$ cat src/rtl/ram_bist_pkg.sv
// ram_bist shared types and LFSR step function.
// Used by the BIST master top level and its LFSR.
package ram_bist_pkg;

  localparam logic [7:0] LFSR_TAPS = 8'hB8;

  typedef enum logic [2:0] {
    IDLE,
    WRITE,
    READ,
    CHECK,
    DONE
  } state_t;

  function automatic logic [7:0] lfsr_next(
    input logic [7:0] v
  );
    return {v[6:0], ^(v & LFSR_TAPS)};
  endfunction

endpackage

$ cat src/rtl/ram_bist_lfsr.sv
// ram_bist pattern generator: loadable Fibonacci LFSR.
// A zero seed is replaced by 1 so the value never sticks at 0.
module ram_bist_lfsr
  import ram_bist_pkg::*;
#(
  parameter int w = 8
) (
  input  logic         clk,
  input  logic         rst,
  input  logic         load,
  input  logic         adv,
  input  logic [w-1:0] seed,
  output logic [w-1:0] value
);

  // load has priority over advance
  always_ff @(posedge clk or posedge rst) begin
    if (rst) begin
      value <= w'(1);
    end else if (load) begin
      value <= (seed == '0) ? w'(1) : seed;
    end else if (adv) begin
      value <= lfsr_next(value);
    end
  end

endmodule

$ cat src/rtl/ram_bist_master.sv
// ram_bist_master: writes an LFSR pattern over a RAM range,
// reads it back and reports pass, error count, first bad address.
module ram_bist_master
  import ram_bist_pkg::*;
#(
  parameter int w        = 8,
  parameter int d        = 16,
  parameter int addr_len = 4
) (
  input  logic                clk,
  input  logic                rst,
  input  logic                start,
  input  logic [addr_len-1:0] begin_addr,
  input  logic [addr_len:0]   end_addr,
  input  logic [w-1:0]        seed,
  output logic                valid,
  output logic                wrd,
  output logic [addr_len:0]   address,
  output logic [w-1:0]        wdata,
  input  logic                ready,
  input  logic [w-1:0]        rdata,
  output logic                busy,
  output logic                done,
  output logic                pass,
  output logic [addr_len:0]   err_count,
  output logic [addr_len:0]   first_err_addr
);

  localparam logic [addr_len:0] DEPTH = d[addr_len:0];

  state_t            state;
  logic [addr_len:0] begin_q;
  logic [addr_len:0] end_q;
  logic [w-1:0]      seed_q;

  logic              lfsr_load;
  logic              lfsr_adv;
  logic [w-1:0]      lfsr_seed;
  logic [w-1:0]      lfsr_val;

  logic [addr_len:0] begin_ext;
  logic [addr_len:0] end_clamp;
  logic              accept;
  logic              last_addr;
  logic              mismatch;

  assign begin_ext = {1'b0, begin_addr};
  assign end_clamp = (end_addr > DEPTH) ? DEPTH : end_addr;
  assign accept    = valid && ready;
  assign last_addr = (address == end_q - 1'b1);
  assign mismatch  = (rdata != lfsr_val);
  assign wdata     = wrd ? lfsr_val : '0;

  ram_bist_lfsr #(
    .w(w)
  ) u_lfsr (
    .clk  (clk),
    .rst  (rst),
    .load (lfsr_load),
    .adv  (lfsr_adv),
    .seed (lfsr_seed),
    .value(lfsr_val)
  );

  // one LFSR serves both passes: seeded on start, reseeded after last write
  always_comb begin
    lfsr_load = 1'b0;
    lfsr_adv  = 1'b0;
    lfsr_seed = seed_q;
    unique case (state)
      IDLE: begin
        lfsr_load = start;
        lfsr_seed = seed;
      end
      WRITE: begin
        lfsr_load = accept && last_addr;
        lfsr_adv  = accept && !last_addr;
      end
      CHECK: lfsr_adv = 1'b1;
      default: ;
    endcase
  end

  // sequencer, address counter and result registers
  always_ff @(posedge clk or posedge rst) begin
    if (rst) begin
      state          <= IDLE;
      valid          <= 1'b0;
      wrd            <= 1'b0;
      busy           <= 1'b0;
      done           <= 1'b0;
      pass           <= 1'b0;
      err_count      <= '0;
      first_err_addr <= '0;
      address        <= '0;
      begin_q        <= '0;
      end_q          <= '0;
      seed_q         <= '0;
    end else begin
      unique case (state)
        IDLE: begin
          if (start) begin
            begin_q        <= begin_ext;
            end_q          <= end_clamp;
            seed_q         <= seed;
            address        <= begin_ext;
            err_count      <= '0;
            first_err_addr <= '0;
            pass           <= 1'b1;
            busy           <= 1'b1;
            if (end_clamp <= begin_ext) begin
              state <= DONE;
            end else begin
              state <= WRITE;
              valid <= 1'b1;
              wrd   <= 1'b1;
            end
          end
        end
        WRITE: begin
          if (accept) begin
            if (last_addr) begin
              address <= begin_q;
              wrd     <= 1'b0;
              state   <= READ;
            end else begin
              address <= address + 1'b1;
            end
          end
        end
        READ: begin
          if (accept) begin
            valid <= 1'b0;
            state <= CHECK;
          end
        end
        CHECK: begin
          if (mismatch) begin
            pass <= 1'b0;
            if (err_count != DEPTH) begin
              err_count <= err_count + 1'b1;
            end
            if (err_count == '0) begin
              first_err_addr <= address;
            end
          end
          if (last_addr) begin
            done  <= 1'b1;
            busy  <= 1'b0;
            state <= DONE;
          end else begin
            address <= address + 1'b1;
            valid   <= 1'b1;
            state   <= READ;
          end
        end
        DONE: begin
          // empty runs arrive with done low and pulse it here
          if (done) begin
            done  <= 1'b0;
            state <= IDLE;
          end else begin
            done <= 1'b1;
            busy <= 1'b0;
          end
        end
        default: state <= IDLE;
      endcase
    end
  end

endmodule
$ cat config.mk
export PLATFORM = sky130hd
export DESIGN_NAME = ram_bist_master
export DESIGN_NICKNAME = d
export VERILOG_FILES = /design/src/rtl/ram_bist_pkg.sv /design/src/rtl/ram_bist_lfsr.sv /design/src/rtl/ram_bist_master.sv
export SDC_FILE = /design/constraint.sdc
export NUM_CORES = 1
export LEC_CHECK = 0
export ABC_AREA = 1
export ABC_CLOCK_PERIOD_IN_PS = 2500
export CAP_MARGIN = 0
export CORE_UTILIZATION = 40
export DETAILED_ROUTE_END_ITERATION = 10
export PLACE_DENSITY = 0.64
export SETUP_SLACK_MARGIN = 0.5
export SYNTH_ARGS = -nofsm -noshare
export SYNTH_HDL_FRONTEND = slang
export SYNTH_SLANG_ARGS = --single-unit
$ cat constraint.sdc
create_clock -name clk -period 2.5 [get_ports clk]
set_clock_uncertainty 0.2 [all_clocks]
set_input_delay 0.625 -clock clk [delete_from_list [all_inputs] [get_ports clk]]
set_output_delay 0.625 -clock clk [all_outputs]
set_load 0.01 [all_outputs]
==> summary.txt, run 1 <==
status -> complete, no violations
Die X-Extent -> 92.01 um
clock sinks -> 48
routed wirelength normalized by instance count -> 13.02 um
clock network latency to the later pin of the worst-skew pair -> 0.29 ns
Initial Utilization -> 0.4172
worst hold slack after final layout -> 0.2703 ns
number of synthesized flops with an enable pin -> 0
transition time at the pin with the least slew margin -> 0.3539 ns
pwr dens -> 1184 nW/um^2
time the final worst path needs with I/O delays and setup -> 2.133 ns
critical path's top delay family -> buffers and inverters
post-synthesis area per instance -> 6.808 sq um
via count of the first global-routing pass -> 3098
largest net degree at the start of global routing -> 49
critical path peak fanout -> 2
worst rel slew slack -> 0.7638
iteration-0 DRC count of the detailed router -> 234
number of nets in the layout -> 612
TritonCTS clock tree -> done
post-route insts no fill -> 678
number of pins with negative max-slew slack in the final report -> 0
Cell Chain, Critical Path -> clkdlybuf4s50_1 -> inv_1 -> ha_4 -> nand4_1 -> nand3_1 -> nand3_2 -> nand2_1 -> nand3_2 -> nand2_1 -> o21ai_1
min-delay src -> first_err_addr[0]$_DFFE_PP0P_
Final WS setup -> 0.3668 ns
Seq cells post-synth -> 48
path depth of the worst reg2reg path -> 14
arrival time worst endpoint -> 2.12 ns
max frequency -> 468.8 MHz
setup repair after global routing missed its margin -> true
cell depth of the worst hold path -> 2
global-route wire length before repair -> 14610 um
Slowest Stage Delay on Critical Path -> 0.51 ns
placed cell count -> 640
post-DP HPWL -> 6100 um
share of the cycle needed by the critical path after routing -> 0.8533
post-placement worst setup slack -> -0.5633 ns
htree depth -> 2
area inside the core boundary -> 7767 sq um
Critical Path Source Type -> input port
combined area of the multi-input logic cells -> 1938 sq um
most common flop cell mapped by yosys -> dfrtp_1
sequential cell area fraction in the yosys report -> 0.3710
reg-to-reg startpoint -> end_q[0]$_DFFE_PP0P_
Async S/R FF share, synth -> 1.000
max-cap violation count -> 0
type of destination of the critical path -> register
overall routed net length -> 8826 um
Register-to-Register Setup Slack -> 0.50 ns
TritonRoute pass-1 iters -> 5
die outline area -> 8466 sq um
CP bufs+invs -> 2
weighted congestion reported at the end of routability-driven placement -> 0.8299
overall power -> 5458 uW
total clock buffers created by CTS -> 5
number of top-level pins -> 57
number of antenna violations at the first check in global routing -> 0
vertical extent of the die -> 92.01 um
vias per std cell -> 4.929
Worst Path Required -> 2.48 ns
maximum count of clock buffers along a single path -> 2
number of distinct standard cells referenced by the synthesized netlist -> 34
antenna diode instance count -> 0
Mapped Area -> 3241 sq um
cell at the root of the clock tree -> clkbuf_8
Overflow after GRT -> 0
total leakage power -> 0.002527 uW
total DRC errors in the routed layout -> 0
Post-Route Utilization -> 0.5936
worst setup path class -> in2reg
Worst R2R End -> u_lfsr.value[0]$_DFFE_PP1P_
synthesis-to-finish area growth -> 42.28%
Net Count, Synth -> 513
share of cells above drive strength 1 -> 0.2500
critical path's slowest cell -> clkdlybuf4s50_1
count of synthesis-stage warnings from yosys -> 0
final hold violation count -> 0
count of standard-cell rows -> 32
total of buffers placed on input and output ports -> 56
number of inserted filler cells in the final layout -> 737
Hold WC Path Type -> reg2reg
Sequential Area -> 1214 sq um
endpoints failing setup -> 0
post-synthesis instance total -> 476
Via Count -> 3342
clock transition at the registers of the reported paths -> 0.09 ns
GRT Overall Usage -> 0.2162
number of antenna-violating nets in the routed design -> 0
maximum vdd ir drop -> 692.9 uV
Crit path depth -> 10
worst-case hold path end point -> first_err_addr[0]$_DFFE_PP0P_
## worst register-to-register path, cell delays in order (launching register included)
cell	delay [ns]
dfrtp_1	0.37
inv_2	0.06
ha_4	0.27
inv_2	0.03
nand2_2	0.05
nand2_1	0.04
nor2_1	0.07
nand2_1	0.08
nor2_4	0.22
nand3_4	0.15
buf_6	0.17
nand3_2	0.05
nand2_1	0.05
nand2_1	0.06
nand2_1	0.07
## synthesized netlist by cell type (4+ instances only)
master / instances / share of area
ha_1: 8 / 0.031
nand4_1: 14 / 0.027
xor2_1: 6 / 0.016
nor2_1: 34 / 0.039
nand3_1: 42 / 0.065
o21ai_0: 22 / 0.034
nand3b_1: 5 / 0.012
clkbuf_1: 5 / 0.0058
nand2_2: 4 / 0.0077
a21oi_1: 6 / 0.0093
dfrtp_1: 47 / 0.36
inv_2: 6 / 0.0069
xnor2_1: 8 / 0.022
inv_1: 72 / 0.083
nand2_4: 4 / 0.014
nand2_1: 165 / 0.19
## logic make-up after synthesis
kind of cell,count (synthesis),synth area share
AOI/OAI and AO/OA,36,0.05946
xor gates and xnor gates,14,0.03784
adders and majority gates,8,0.03089
buffers and inverters,88,0.1096
DFF,48,0.3710
and+or+nand+nor,282,0.3911
## sequential cells by signal (all words and copies together) (netlist names)
register        cells
busy                1
end_q               5
state               3
done                1
first_err_addr      5
address             5
pass                1
wrd                 1
u_lfsr.value        8
err_count           5
seed_q              8
valid               1
begin_q             4
## metal layers
layer  share of wire  global-route usage
met5               0                   0
met1            0.45              0.2985
met2            0.48              0.3501
met3           0.047             0.02985
met4           0.025             0.06771
## placed cells by master, fill, tap and decap left out, types with 4 or more instances in the layout
master / synthesis / layout
nand2_1: 165 / 157
inv_1: 72 / 61
dfrtp_1: 47 / 38
nand3_1: 42 / 33
buf_4: 0 / 33
nor2_1: 34 / 30
dlygate4sd2_1: 0 / 20
o21ai_0: 22 / 19
clkdlybuf4s50_1: 0 / 18
nand4_1: 14 / 14
inv_2: 6 / 12
buf_6: 3 / 12
nand2_4: 4 / 11
dfrtp_2: 0 / 9
xnor2_1: 8 / 8
nand3_2: 2 / 8
clkbuf_2: 0 / 8
xor2_1: 6 / 6
nand2_2: 4 / 6
nor2_2: 1 / 5
nand3b_1: 5 / 5
a21oi_1: 6 / 5
clkbuf_8: 0 / 5
inv_4: 0 / 4
o21ai_1: 3 / 4
ha_4: 0 / 4
ha_1: 8 / 4
dlymetal6s2s_1: 0 / 4
## worst max path at each step
stage                         startpoint                          end
finish                     begin_addr[1]            valid$_DFFE_PP0P_
global route        end_q[0]$_DFFE_PP0P_  u_lfsr.value[0]$_DFFE_PP1P_
detailed placement           end_addr[0]            valid$_DFFE_PP0P_
CTS                        begin_addr[1]            valid$_DFFE_PP0P_
floorplan                    end_addr[0]            valid$_DFFE_PP0P_
global placement             end_addr[0]            valid$_DFFE_PP0P_
## through the flow
stage / area, sq um / setup TNS (ns)
final: 4611 / 0
after global routing: 4611 / 0
after CTS: 4458 / 0
after detailed placement: 4033 / -2.083
after global placement: 4033 / -1.599
after floorplan: 3277 / 0
## area by class of cell
type | instances | share of cell area
sequential | 48 | 0.2632
inverter | 79 | 0.06947
clock buffer | 6 | 0.01574
clock inverter | 2 | 0.007598
tap | 102 | 0.02768
multi-input combinational | 341 | 0.4204
timing repair buffer | 100 | 0.1959
## report_power, final
group / leakage (uW) / internal (uW) / switching, uW
Sequential: 0.000598 / 1120 / 250
Clock: 0.0000552 / 297 / 261
Combinational: 0.00187 / 1420 / 2110
Total: 0.00253 / 2840 / 2620
## repair_timing
| action | in CTS | in global routing |
|---|---|---|
| resized for setup | 104 | 46 |
| endpoints found under the setup margin | 57 | 54 |
| pin swaps | 25 | 39 |
| buffers inserted | 23 | 6 |
| cloned | 1 | 0 |
| hold buffers | 0 | 0 |
Power figures use the tool's default switching activity.
==> inputs of run 2 (changes only) <==
CORE_UTILIZATION = 50   (was 40)
PLACE_DENSITY = 0.77   (was 0.64)
SETUP_SLACK_MARGIN = 0.4   (was 0.5)
==> run 2 against run 1 <==
Critical path depth decreased by 3; wire length increased by 3.5%; utilization increased by 15 points; critical path type unchanged; worst hold slack improved by 0.013 ns; clock power increased by 3%; via count increased by 4.2%; cell area decreased by 1.3%.
==> summary.txt, run 2 (synthesis gave the netlist of run 1 again) <==
registers with the most flip-flops -> seed_q: 8 flops, u_lfsr.value: 8 flops (unchanged)
iteration-0 DRC count of the detailed router -> 290 (was 234)
synthesis-to-finish area growth -> 40.42% (was 42.28%)
total leakage power -> 0.002485 uW (was 0.002527 uW)
time the final worst path needs with I/O delays and setup -> 2.152 ns (was 2.133 ns)
worst rel slew slack -> 0.7415 (was 0.7638)
Initial Utilization -> 0.5316 (was 0.4172)
antenna diode instance count -> 0 (unchanged)
transition time at the pin with the least slew margin -> 0.3871 ns (was 0.3539 ns)
hold-fix buffer count after cts -> 0 (unchanged)
critical path's slowest cell -> clkdlybuf4s50_1 (unchanged)
number of antenna-violating nets in the routed design -> 0 (unchanged)
setup repair after global routing missed its margin -> true (unchanged)
Via Count -> 3481 (was 3342)
final hold violation count -> 0 (unchanged)
max frequency -> 464.6 MHz (was 468.8 MHz)
arrival time worst endpoint -> 2.18 ns (was 2.12 ns)
die outline area -> 6807 sq um (was 8466 sq um)
total DRC errors in the routed layout -> 0 (unchanged)
area inside the core boundary -> 6096 sq um (was 7767 sq um)
via count of the first global-routing pass -> 2945 (was 3098)
source of the critical timing path -> start (was begin_addr[1])
total clock buffers created by CTS -> 5 (unchanged)
Slowest Stage Delay on Critical Path -> 0.55 ns (was 0.51 ns)
vias per std cell -> 5.355 (was 4.929)
max-cap violation count -> 0 (unchanged)
commonest non-fill, non-tap cell in the layout -> nand2_1 (unchanged)
type of destination of the critical path -> register (unchanged)
share of the cycle needed by the critical path after routing -> 0.8610 (was 0.8533)
reg-to-reg startpoint -> end_q[0]$_DFFE_PP0P_ (unchanged)
Cell Chain, Critical Path -> clkdlybuf4s50_1 -> or2_1 -> nand2_4 -> nor3_2 -> buf_4 -> nand3_1 -> o21ai_1 (was clkdlybuf4s50_1 -> inv_1 -> ha_4 -> nand4_1 -> nand3_1 -> nand3_2 -> nand2_1 -> nand3_2 -> nand2_1 -> o21ai_1)
maximum vdd ir drop -> 800.7 uV (was 692.9 uV)
maximum count of clock buffers along a single path -> 2 (unchanged)
clock transition at the registers of the reported paths -> 0.09 ns (about the same)
worst hold slack after final layout -> 0.2830 ns (was 0.2703 ns)
clock network latency to the later pin of the worst-skew pair -> 0.31 ns (was 0.29 ns)
number of pins with negative max-slew slack in the final report -> 0 (unchanged)
overall routed net length -> 9132 um (was 8826 um)
clock sinks -> 48 (unchanged)
number of antenna violations at the first check in global routing -> 0 (unchanged)
total non-filler cell area in the finished layout -> 4551 sq um (was 4611 sq um)
min-delay src -> busy$_DFFE_PP0P_ (was first_err_addr[0]$_DFFE_PP0P_)
Worst Path Required -> 2.53 ns (was 2.48 ns)
number of top-level pins -> 57 (unchanged)
routed wirelength normalized by instance count -> 14.05 um (was 13.02 um)
TritonCTS clock tree -> done (unchanged)
status -> complete, no violations (unchanged)
CP bufs+invs -> 2 (unchanged)
Placed Instance Area -> 4014 sq um (was 4033 sq um)
TritonRoute pass-1 iters -> 5 (unchanged)
GRT Overall Usage -> 0.2684 (was 0.2162)
critical path's top delay family -> buffers and inverters (unchanged)
Overflow after GRT -> 0 (unchanged)
worst setup path class -> in2reg (unchanged)
global-route wire length before repair -> 13780 um (was 14610 um)
total of buffers placed on input and output ports -> 56 (unchanged)
share of cells above drive strength 1 -> 0.2417 (was 0.2500)
number of nets in the layout -> 611 (was 612)
Post-Route Utilization -> 0.7465 (was 0.5936)
top library cells by usage in the layout, fill and taps aside -> 156 x nand2_1, 62 x inv_1, 38 x dfrtp_1 (was 157 x nand2_1, 61 x inv_1, 38 x dfrtp_1)
vertical extent of the die -> 82.51 um (was 92.01 um)
critical path peak fanout -> 4 (was 2)
largest net degree at the start of global routing -> 33 (was 49)
Hold WC Path Type -> reg2reg (unchanged)
cell at the root of the clock tree -> clkbuf_8 (unchanged)
weighted congestion reported at the end of routability-driven placement -> 0.9388 (was 0.8299)
htree depth -> 2 (unchanged)
endpoints failing setup -> 0 (unchanged)
post-DP HPWL -> 6083 um (was 6100 um)
Critical Path Source Type -> input port (unchanged)
Die X-Extent -> 82.51 um (was 92.01 um)
count of standard-cell rows -> 28 (was 32)
pwr dens -> 1219 nW/um^2 (was 1184 nW/um^2)
==> run 2: cell count changes in the layout (fill, tap and decap cells not counted), moves of 2 or more <==
| cell | delta |
|---|---|
| clkdlybuf4s15_1 | +2 |
| nand3_2 | +4 |
| o21ai_1 | +2 |
| ha_4 | -2 |
| clkdlybuf4s50_1 | +16 |
| o21ai_2 | -2 |
| nand3_1 | -3 |
| dlygate4sd2_1 | -16 |
| ha_1 | +2 |
| buf_6 | -4 |
==> run 2: worst register-to-register path: stages, from the launching register on <==
cell      delay [ns]
dfrtp_1         0.37
inv_2           0.07
ha_4            0.27
inv_2           0.03
nand2_1         0.05
nand2_1         0.05
nor2_1          0.08
nand2_1         0.09
nor2_4          0.29
nand3_4         0.15
buf_6           0.17
nand3b_1        0.08
nand3_1         0.10
nand2_1         0.09
==> run 2: final cells by class <==
type                    count  area, sq um
flip-flops and latches     48         1214
clock inverters             3        42.54
well taps                  75        93.84
clock buffers               5        68.82
inverters                  79        317.8
multi-input cells         341         1891
fillers                   466         1545
repair buffers             99        923.4
==> run 2: metal layers <==
layer,track usage,routed length (um)
met4,0.07069,184
met1,0.3556,3901
met2,0.4587,4475
met3,0.03736,570
met5,0,0
==> run 2: what timing repair did <==
item / CTS / global route
cloned: 0 / 1
buffers inserted: 15 / 11
gates resized for setup: 47 / 70
setup endpoints to repair: 30 / 47
pin swaps: 10 / 45
==> run 2: path summary, 6_finish.rpt <==
check | slack (ns) | cells past startpoint | end
min | 0.28 | 2 | busy$_DFFE_PP0P_
min in group asynchronous | 0.41 | 2 | err_count[0]$_DFFE_PP0P_
max reg2reg | 0.36 | 13 | u_lfsr.value[7]$_DFFE_PP0P_
min reg2reg | 0.28 | 2 | busy$_DFFE_PP0P_
max in group asynchronous | 1.13 | 3 | u_lfsr.value[0]$_DFFE_PP1P_
max | 0.35 | 7 | state[2]$_DFFE_PP0P_
==> run 2: stage by stage <==
stage | cells | setup WS [ns] | setup TNS [ns] | power [uW]
after floorplan | 476 | 0.2983 | 0 | 3434
after global placement | 615 | -0.4372 | -1.529 | 4207
after detailed placement | 615 | -0.4930 | -1.779 | 4283
after CTS | 638 | 0.3047 | 0 | 5028
after global routing | 650 | 0.1982 | 0 | 5988
final | 650 | 0.3475 | 0 | 5547
==> run 2: report_power, final <==
part / leakage, uW / internal, uW / switching (uW) / total [uW]
Sequential: 0.000598 / 1120 / 282 / 1400
Clock: 0.0000541 / 296 / 279 / 576
Combinational: 0.00183 / 1420 / 2150 / 3570
Total: 0.00248 / 2840 / 2710 / 5550
==> inputs of run 3 (changes only) <==
ABC_CLOCK_PERIOD_IN_PS = 1790   (was 2500)
CORE_UTILIZATION = 48   (was 50)
PLACE_DENSITY = 0.78   (was 0.77)
clock period = 1.79 ns   (was 2.5 ns; I/O delays follow)
==> run 3 against run 2 <==
The run now ends with DRC, setup timing left; global-route usage rose by 11 points; worst hold slack improved by 0.00094 ns; utilization rose by 14 points; combinational power rose by 130%; critical path depth rose by 5; register-to-register slack got worse by 1.1 ns; first-iteration DRC count rose by 120%; sequential share of layout area fell by 5.5 points; critical path type is now reg2reg; highest routed layer unchanged.
==> summary.txt, run 3 (synthesis gave the netlist of run 1 again) <==
critical path peak fanout -> 4 (unchanged)
min-delay src -> end_addr[0] (was busy$_DFFE_PP0P_)
critical path's top delay family -> simple AND/OR/NAND/NOR gates (was buffers and inverters)
die outline area -> 7084 sq um (was 6807 sq um)
Worst R2R End -> address[3]$_DFFE_PP0P_ (was u_lfsr.value[7]$_DFFE_PP0P_)
critical path's slowest cell -> dfrtp_1 (was clkdlybuf4s50_1)
weighted congestion reported at the end of routability-driven placement -> 0.9197 (was 0.9388)
commonest non-fill, non-tap cell in the layout -> nand2_1 (unchanged)
global-route wire length before repair -> 20910 um (was 13780 um)
number of nets in the layout -> 691 (was 611)
transition time at the pin with the least slew margin -> 0.5364 ns (was 0.3871 ns)
number of top-level pins -> 57 (unchanged)
number of antenna-violating nets in the routed design -> 0 (unchanged)
Hold WC Path Type -> in2reg (was reg2reg)
Overflow after GRT -> 0 (unchanged)
Final WS setup -> -0.7405 ns (was 0.3475 ns)
htree depth -> 2 (unchanged)
worst rel slew slack -> 0.6398 (was 0.7415)
antenna diode instance count -> 0 (unchanged)
top library cells by usage in the layout, fill and taps aside -> 108 x nand2_1, 84 x buf_4, 51 x inv_1 (was 156 x nand2_1, 62 x inv_1, 38 x dfrtp_1)
post-DP HPWL -> 6575 um (was 6083 um)
clock network latency to the later pin of the worst-skew pair -> 0.32 ns (was 0.31 ns)
cell depth of the worst hold path -> 4 (was 2)
total clock buffers created by CTS -> 5 (unchanged)
setup repair after global routing missed its margin -> true (unchanged)
number of inserted filler cells in the final layout -> 256 (was 466)
worst-case hold path end point -> end_q[0]$_DFFE_PP0P_ (was busy$_DFFE_PP0P_)
path depth of the worst reg2reg path -> 12 (was 13)
total leakage power -> 0.003010 uW (was 0.002485 uW)
number of pins with negative max-slew slack in the final report -> 0 (unchanged)
violations in the final reports -> DRC, setup timing
CP bufs+invs -> 2 (unchanged)
vertical extent of the die -> 84.17 um (was 82.51 um)
Worst Path Required -> 1.80 ns (was 2.53 ns)
overall power -> 10870 uW (was 5547 uW)
maximum vdd ir drop -> 1354 uV (was 800.7 uV)
share of the cycle needed by the critical path after routing -> 1.414
GRT Overall Usage -> 0.3775 (was 0.2684)
post-placement worst setup slack -> -1.045 ns (was -0.4930 ns)
Initial Utilization -> 0.5046 (was 0.5316)
iteration-0 DRC count of the detailed router -> 636 (was 290)
final hold violation count -> 0 (unchanged)
maximum count of clock buffers along a single path -> 2 (unchanged)
total DRC errors in the routed layout -> 12 (was 0)
status -> complete, but fails checks (was complete, no violations)
cell at the root of the clock tree -> clkbuf_8 (unchanged)
registers with the most flip-flops -> seed_q: 8 flops, u_lfsr.value: 8 flops (unchanged)
arrival time worst endpoint -> 2.54 ns (was 2.18 ns)
synthesis-to-finish area growth -> 76.68% (was 40.42%)
number of antenna violations at the first check in global routing -> 0 (unchanged)
overall routed net length -> 16250 um (was 9132 um)
Register-to-Register Setup Slack -> -0.74 ns (was 0.36 ns)
clock sinks -> 48 (unchanged)
worst setup path class -> reg2reg (was in2reg)
routed wirelength normalized by instance count -> 22.20 um (was 14.05 um)
endpoints failing setup -> 34 (was 0)
Die X-Extent -> 84.17 um (was 82.51 um)
Crit path top cell by count -> nand2_1
largest net degree at the start of global routing -> 49 (was 33)
count of standard-cell rows -> 29 (was 28)
via count of the first global-routing pass -> 4271 (was 2945)
max-cap violation count -> 0 (unchanged)
vias per std cell -> 6.302 (was 5.355)
max frequency -> 395.2 MHz
pwr dens -> 1899 nW/um^2 (was 1219 nW/um^2)
total of buffers placed on input and output ports -> 56 (unchanged)
reg-to-reg startpoint -> end_q[0]$_DFFE_PP0P_ (unchanged)
time the final worst path needs with I/O delays and setup -> 2.531 ns
Slowest Stage Delay on Critical Path -> 0.41 ns (was 0.55 ns)
Critical Path Source Type -> register (was input port)
Cell Chain, Critical Path -> inv_2 -> ha_4 -> inv_2 -> nand2_1 -> nand2_1 -> nor2_1 -> nand2_1 -> nor2_4 -> nand3_2 -> nand2_4 -> nor2_1 -> a21oi_1 (was clkdlybuf4s50_1 -> or2_1 -> nand2_4 -> nor3_2 -> buf_4 -> nand3_1 -> o21ai_1)
clock transition at the registers of the reported paths -> 0.10 ns (was 0.09 ns)
share of cells above drive strength 1 -> 0.5023 (was 0.2417)
Via Count -> 4613 (was 3481)
TritonCTS clock tree -> done (unchanged)
type of destination of the critical path -> register (unchanged)
area inside the core boundary -> 6422 sq um (was 6096 sq um)
TritonRoute pass-1 iters -> 10 (was 5)
-- run 3: layout make-up --
| class | instances | area, sq um | share of cell area |
|---|---|---|---|
| Multi-Input combinational cell | 341 | 2351 | 0.4106 |
| Timing Repair Buffer | 179 | 1619 | 0.2828 |
| Sequential cell | 48 | 1212 | 0.2118 |
| Inverter | 79 | 354.1 | 0.06184 |
| Tap cell | 77 | 96.34 | 0.01683 |
| Clock buffer | 6 | 82.58 | 0.01442 |
| Clock inverter | 2 | 10.01 | 0.001748 |
-- run 3: metrics by stage --
| stage | cell area (sq um) | TNS [ns] | cells | hold slack [ns] | utilization |
|---|---|---|---|---|---|
| floorplan | 3395 | -1.199 | 476 | 0.2536 | - |
| global placement | 4438 | -13.38 | 660 | 0.2577 | 0.6910 |
| detailed placement | 4438 | -15.57 | 660 | 0.2641 | 0.6910 |
| CTS | 5339 | -3.069 | 726 | 0.2805 | 0.8313 |
| global route | 5725 | -13.74 | 732 | 0.2993 | 0.8915 |
| finish | 5725 | -11.65 | 732 | 0.2839 | 0.8915 |
-- run 3: timing repair --
item,4_1_cts,5_1_grt
cloned,3,0
pin swaps,58,30
endpoints found under the setup margin,76,76
setup buffers,55,6
resized for setup,279,81
hold buffers,0,0
-- run 3: layer usage --
layer | track usage | part of all wire
met5 | 0 | 0
met4 | 0.2712 | 0.099
met3 | 0.06490 | 0.11
met2 | 0.6364 | 0.45
met1 | 0.4358 | 0.33
-- run 3: worst register-to-register path: stages, from the launching register on --
cell     delay [ns]
dfrtp_1        0.41
inv_2          0.07
ha_4           0.28
inv_2          0.04
nand2_1        0.04
nand2_1        0.06
nor2_1         0.17
nand2_1        0.13
nor2_4         0.24
nand3_2        0.21
nand2_4        0.18
nor2_1         0.09
a21oi_1        0.28
-- run 3: worst max path at each step --
stage	startpoint	end	slack, ns	depth (start not counted)
floorplan	end_addr[0]	valid$_DFFE_PP0P_	-0.23	13
global placement	end_addr[0]	valid$_DFFE_PP0P_	-0.97	14
detailed placement	end_addr[0]	wrd$_DFFE_PP0P_	-1.05	14
CTS	end_q[0]$_DFFE_PP0P_	address[2]$_DFFE_PP0P_	-0.18	15
global route	end_q[0]$_DFFE_PP0P_	address[0]$_DFFE_PP0P_	-0.81	13
finish	end_q[0]$_DFFE_PP0P_	address[3]$_DFFE_PP0P_	-0.74	12
-- run 3: power breakdown --
part	switching, uW	internal, uW	total, uW
registers	466	1560	2030
clock network	418	310	728
logic	4720	3390	8120
total	5610	5260	10900
